$ cat config.mk
export PLATFORM = sky130hd
export DESIGN_NAME = piece_lock
export DESIGN_NICKNAME = d
export VERILOG_FILES = /design/src/rtl/piece_lock.sv
export SDC_FILE = /design/constraint.sdc
export NUM_CORES = 1
export LEC_CHECK = 0
export ABC_AREA = 1
export CAP_MARGIN = 15
export CORE_ASPECT_RATIO = 0.7
export CORE_UTILIZATION = 40
export DETAILED_ROUTE_END_ITERATION = 10
export MAX_ROUTING_LAYER = met4
export PLACE_DENSITY = 0.63
export SLEW_MARGIN = 15
export SYNTH_ARGS = -nofsm -noshare
export SYNTH_HDL_FRONTEND = slang
export SYNTH_SLANG_ARGS = --single-unit
$ cat constraint.sdc
create_clock -name clk -period 4.7 [get_ports clk]
set_input_delay 1.175 -clock clk [delete_from_list [all_inputs] [get_ports clk]]
set_output_delay 1.175 -clock clk [all_outputs]
set_load 0.01 [all_outputs]
$ cat src/rtl/piece_lock.sv
// Board-RAM writer for a landed tetromino: commits the piece's cells, then scans
// bottom-up, removing every full row and dropping the rows above it by one.
module piece_lock #(
  parameter int BOARD_W = 10,
  parameter int BOARD_H = 20,
  parameter int ADDR_W  = 8
) (
  input  logic              clk,
  input  logic              reset,
  input  logic              enable,
  input  logic [4:0]        X_anchor,
  input  logic [5:0]        Y_anchor,
  input  logic [2:0]        block,
  input  logic [5:0]        colour_in,
  input  logic [5:0]        ram_Q,
  output logic [ADDR_W-1:0] ram_addr,
  output logic [5:0]        ram_data,
  output logic              ram_wren,
  output logic              busy,
  output logic              complete,
  output logic [2:0]        lines_cleared
);

  localparam int ROW_W = $clog2(BOARD_H);
  localparam int COL_W = $clog2(BOARD_W + 1);

  typedef enum logic [2:0] {
    S_IDLE,
    S_WRITE,
    S_SCAN,
    S_SHIFT,
    S_DONE,
    S_HOLD
  } state_t;

  state_t           state_q, state_d;
  logic [4:0]       x_q, x_d;
  logic [5:0]       y_q, y_d;
  logic [2:0]       block_q, block_d;
  logic [5:0]       colour_q, colour_d;
  logic [3:0]       idx_q, idx_d;
  logic [ROW_W-1:0] row_q, row_d;
  logic [ROW_W-1:0] dst_q, dst_d;
  logic [COL_W-1:0] col_q, col_d;
  logic             ph_q, ph_d;
  logic             zero_q, zero_d;
  logic             full_q, full_d;
  logic [2:0]       lines_q, lines_d;

  logic [15:0] mask;
  logic [6:0]  cell_x;
  logic [6:0]  cell_y;
  logic        cell_on;

  function automatic logic [15:0] shape_mask(input logic [2:0] id);
    case (id)
      3'd0:    return 16'h0F00;
      3'd1:    return 16'h6600;
      3'd2:    return 16'h4E00;
      3'd3:    return 16'h6C00;
      3'd4:    return 16'hC600;
      3'd5:    return 16'h8E00;
      3'd6:    return 16'h2E00;
      default: return 16'h0000;
    endcase
  endfunction

  function automatic logic [ADDR_W-1:0] cell_addr(input logic [ADDR_W-1:0] yy,
                                                  input logic [ADDR_W-1:0] xx);
    return yy * ADDR_W'(BOARD_W) + xx;
  endfunction

  // idx walks the 4x4 box row-major; mask bit 15-idx is the same as bit ~idx.
  always_comb begin
    mask    = shape_mask(block_q);
    cell_x  = {2'b00, x_q} + {5'b0, idx_q[1:0]};
    cell_y  = {1'b0, y_q} + {5'b0, idx_q[3:2]};
    cell_on = mask[~idx_q] && (cell_x < 7'(BOARD_W)) && (cell_y < 7'(BOARD_H));
  end

  always_ff @(posedge clk or posedge reset) begin
    if (reset) begin
      state_q  <= S_IDLE;
      x_q      <= '0;
      y_q      <= '0;
      block_q  <= '0;
      colour_q <= '0;
      idx_q    <= '0;
      row_q    <= '0;
      dst_q    <= '0;
      col_q    <= '0;
      ph_q     <= 1'b0;
      zero_q   <= 1'b0;
      full_q   <= 1'b0;
      lines_q  <= '0;
    end else begin
      state_q  <= state_d;
      x_q      <= x_d;
      y_q      <= y_d;
      block_q  <= block_d;
      colour_q <= colour_d;
      idx_q    <= idx_d;
      row_q    <= row_d;
      dst_q    <= dst_d;
      col_q    <= col_d;
      ph_q     <= ph_d;
      zero_q   <= zero_d;
      full_q   <= full_d;
      lines_q  <= lines_d;
    end
  end

  always_comb begin
    state_d  = state_q;
    x_d      = x_q;
    y_d      = y_q;
    block_d  = block_q;
    colour_d = colour_q;
    idx_d    = idx_q;
    row_d    = row_q;
    dst_d    = dst_q;
    col_d    = col_q;
    ph_d     = ph_q;
    zero_d   = zero_q;
    full_d   = full_q;
    lines_d  = lines_q;
    ram_addr = '0;
    ram_data = '0;
    ram_wren = 1'b0;
    complete = 1'b0;

    case (state_q)
      S_IDLE: begin
        if (enable) begin
          x_d      = X_anchor;
          y_d      = Y_anchor;
          block_d  = block;
          colour_d = colour_in;
          lines_d  = '0;
          idx_d    = '0;
          state_d  = S_WRITE;
        end
      end

      S_WRITE: begin
        if (!enable) begin
          state_d = S_IDLE;
        end else begin
          if (cell_on) begin
            ram_addr = cell_addr(ADDR_W'(cell_y), ADDR_W'(cell_x));
            ram_data = colour_q;
            ram_wren = 1'b1;
          end
          idx_d = idx_q + 4'd1;
          if (idx_q == 4'hF) begin
            state_d = S_SCAN;
            row_d   = ROW_W'(BOARD_H - 1);
            col_d   = '0;
            full_d  = 1'b1;
          end
        end
      end

      // Cycle col issues the read of column col and checks column col-1;
      // the extra cycle at col == BOARD_W checks the last column.
      S_SCAN: begin
        if (!enable) begin
          state_d = S_IDLE;
        end else begin
          if (col_q < COL_W'(BOARD_W)) begin
            ram_addr = cell_addr(ADDR_W'(row_q), ADDR_W'(col_q));
          end
          if ((col_q != '0) && (ram_Q == '0)) begin
            full_d = 1'b0;
          end
          col_d = col_q + COL_W'(1);
          if (col_q == COL_W'(BOARD_W)) begin
            col_d = '0;
            if (full_q && (ram_Q != '0)) begin
              lines_d = (lines_q == 3'd7) ? lines_q : lines_q + 3'd1;
              state_d = S_SHIFT;
              dst_d   = row_q;
              ph_d    = 1'b0;
              zero_d  = (row_q == '0);
            end else if (row_q == '0) begin
              state_d = S_DONE;
            end else begin
              row_d  = row_q - ROW_W'(1);
              full_d = 1'b1;
            end
          end
        end
      end

      S_SHIFT: begin
        if (!enable) begin
          state_d = S_IDLE;
        end else if (!zero_q) begin
          if (!ph_q) begin
            ram_addr = cell_addr(ADDR_W'(dst_q - ROW_W'(1)), ADDR_W'(col_q));
            ph_d     = 1'b1;
          end else begin
            ram_addr = cell_addr(ADDR_W'(dst_q), ADDR_W'(col_q));
            ram_data = ram_Q;
            ram_wren = 1'b1;
            ph_d     = 1'b0;
            if (col_q == COL_W'(BOARD_W - 1)) begin
              col_d = '0;
              if (dst_q == ROW_W'(1)) begin
                zero_d = 1'b1;
              end else begin
                dst_d = dst_q - ROW_W'(1);
              end
            end else begin
              col_d = col_q + COL_W'(1);
            end
          end
        end else begin
          ram_addr = cell_addr('0, ADDR_W'(col_q));
          ram_wren = 1'b1;
          if (col_q == COL_W'(BOARD_W - 1)) begin
            col_d   = '0;
            zero_d  = 1'b0;
            full_d  = 1'b1;
            state_d = S_SCAN;
          end else begin
            col_d = col_q + COL_W'(1);
          end
        end
      end

      S_DONE: begin
        complete = 1'b1;
        state_d  = enable ? S_HOLD : S_IDLE;
      end

      S_HOLD: begin
        if (!enable) begin
          state_d = S_IDLE;
        end
      end

      default: state_d = S_IDLE;
    endcase
  end

  assign busy          = (state_q != S_IDLE);
  assign lines_cleared = lines_q;

endmodule

==> out/metrics.cfg <==
[clocking]
clk_root_buffer_cell = clkbuf_16
htree_levels = 2
clk_latency_ns = 0.29
cts_tree = built
clkTransAtPathRegs_ns = 0.07
cts_buffers = 5
holdBufCountCts = 0
clock_sinks = 47
cts_buffer_depth = 2

[sta]
setup_slack_ns = 0.137
rsz0062_at_grt = true
finalHoldViolations = 0
max_freq_ghz = 0.219
skew_ns = 0.00367
worst-slew-pin-transition_ns = 0.834
fin_crit_sh_pct = 97.1
setup_viol_count_final = 0
relSlewSlack_pct = 44.4
drv_slew = 0
period_minus_slack_ns = 4.56

[grt]
grt_pass1_wl_um = 19500
first_global_vias = 4057
grt_max_degree = 48
grt_antenna_before_repair = 0
overflow = 0
track_usage_pct = 21.4

[critical_path]
r2r-start = state_q[0]
crit_fanout = 5
cp-start-kind = register
reg2reg_depth = 7
critPathKind = register to primary output
crit_path_end_kind = primary output
worst_ep_required_time_ns = 3.52
r2r-end = idx_q[3]
cp.arrival_ns = 3.39
ff2ff_setup_slack_ns = 2.77

[drt]
first_pass_iters = 5
wl_um = 11600
wl_per_cell_um = 13.4
drt_iter0_markers = 242
via_per_inst = 5.03
drtAntennaViolNets = 0
vias = 4374
drcViolationCount = 0

[power]
combPwrFrac_pct = 67.6
swShare_pct = 50.1
cellPowerDensity_nw_per_um2 = 613
totalPowerFinal_mw = 3.36
leakagePower_nw = 2.82
clkPwrFrac_pct = 10.5
p_int_mw = 1.67
p_sw_mw = 1.68
peakVddDrop_mv = 0.288
seqPwrFrac_pct = 21.9

[die]
coreArea_sq_um = 11000
dieWidth_um = 129
die_h_um = 91.1
ios = 49
die_area_sq_um = 11800
rows = 32
initial_core_util_pct = 41.2

[layout]
final_area_sq_um = 5480
drive_gt1_share_pct = 9.50
fin_nets = 801
syn_to_final_growth_pct = 20.8
final_cells = 869
final_common_cell = nand2_1
n_antenna_cell = 0
n_fill_cell = 1086
final_core_util_pct = 49.8
final_cell_mix = nand2_1, inv_1, nand3_1

[synth]
synth-xor-area-share_pct = 3.09
yosys_most_used_dff = dfrtp_1
syn_nets = 740
synth_fa_ha_area_share_pct = 17.2
syn_area_sq_um = 4540
syn_inst = 654
yosysSeqAreaShare_pct = 25.9
yosys.area_share.simple_pct = 31.1
synthArstFlopShare_pct = 100
synth-edff-count = 0
yosys_warnings = 0
yosys.cell_types.count = 43
muxShareOfSynthArea_pct = 0
synth_compound_area_share_pct = 12.5
ys_seq_elements = 47
synth_top_family_by_area = simple AND/OR/NAND/NOR gates
syn_avg_cell_area_sq_um = 6.94

[placed_design]
io_buffers = 48
placed_area_sq_um = 5250
dp_hpwl_um = 9270
dp_slack_ns = -0.129
place_inst = 857
routabilityCongestion = 0.906

[hold_path]
hold_depth = 2
hp-start = colour_q[2]
min_to = colour_q[2]
hp-class = register to register

[status]
status = completed

[job]
drv_cap = 0

worst max-delay path by stage:
| stage | start | endpoint | slack (ns) | cells after the start |
|---|---|---|---|---|
| detailed placement | y_q[0] | ram_addr[6] | -0.13 | 16 |
| floorplan | idx_q[2] | ram_addr[6] | 0.41 | 15 |
| global placement | y_q[0] | ram_addr[7] | -0.04 | 18 |
| CTS | y_q[0] | ram_addr[7] | -0.05 | 17 |
| finish | y_q[0] | ram_addr[6] | 0.14 | 15 |
| global route | y_q[0] | ram_addr[7] | -0.05 | 17 |
power groups by stage:
stage          combinational [mW]  clock, mW  sequential, mW
6_report                     2.27      0.353           0.735
5_1_grt                      2.58      0.373           0.761
4_1_cts                      2.21      0.360           0.731
3_5_place_dp                 2.15          0           0.739
3_3_place_gp                 2.10          0           0.733
2_1_floorplan                1.62          0           0.677
layout make-up:
cell class              instances  area, sq um  share of cell area [%]
repair buffers                 64          599                    10.9
inverters                     106          404                    7.38
clock inverters                 2         12.5                   0.228
multi-input cells             491         2970                    54.1
clock buffers                   6          129                    2.35
well taps                     153          191                    3.49
flip-flops and latches         47         1180                    21.5
worst max-delay path: stages (launching register included):
cell	delay [ns]
dfrtp_1	0.39
ha_2	0.21
fa_2	0.41
xnor2_2	0.17
inv_2	0.08
ha_1	0.21
ha_2	0.19
fa_1	0.48
ha_4	0.32
nand2_1	0.05
inv_1	0.07
nand4_1	0.08
nand3_1	0.09
xnor2_1	0.06
o21ai_0	0.15
buf_2	0.15
stage by stage:
stage / hold slack [ns] / setup TNS, ns
floorplan: 0.443 / 0
global placement: 0.458 / -0.0727
finish: 0.474 / 0
CTS: 0.481 / -0.0515
global route: 0.502 / -0.0792
detailed placement: 0.465 / -0.256
layer usage:
layer / global-route usage (%) / wire (um) / up-vias / part of all wire [%]
met5: - / 0 / - / 0
li1: - / - / 2260 / -
met1: 32.9 / 6200 / 1988 / 53
met2: 29.8 / 4680 / 117 / 40
met4: 4.61 / 91 / 0 / 0.78
met3: 2.00 / 635 / 9 / 5.5
synth_stat cells (4+ instances only):
cell | count | area share [%]
nor2_1 | 46 | 3.8
inv_2 | 6 | 0.50
buf_4 | 4 | 0.66
xor2_1 | 10 | 1.9
o21ai_0 | 51 | 5.6
ha_1 | 48 | 13
nand4_1 | 11 | 1.5
nand2_1 | 169 | 14
fa_1 | 9 | 4.0
inv_1 | 98 | 8.1
a21oi_1 | 24 | 2.6
xnor2_1 | 6 | 1.2
dfrtp_1 | 47 | 26
nand3_1 | 66 | 7.3
o21ai_1 | 8 | 0.88
state kept, by name (all words and copies together) (netlist names):
register and count:
block_q 3, col_q 4, colour_q 6, dst_q 5
full_q 1, idx_q 4, lines_cleared 3, ph_q 1
row_q 5, state_q 3, x_q 5, y_q 6
zero_q 1
timing repair:
action / in CTS / in global routing
buffers inserted: 2 / 2
gates resized for setup: 10 / 15
pin swaps: 1 / 6
endpoints found under the setup margin: 3 / 3
cells by family (layout without fill, tap and decap cells):
logic type | after synthesis | after routing
fa+ha+maj | 57 | 57
buf+inv | 116 | 178
compound gates | 103 | 103
xor+xnor | 16 | 16
simple gates | 315 | 315
flops | 47 | 47
Note: power is estimated with default switching activity, not from simulation.
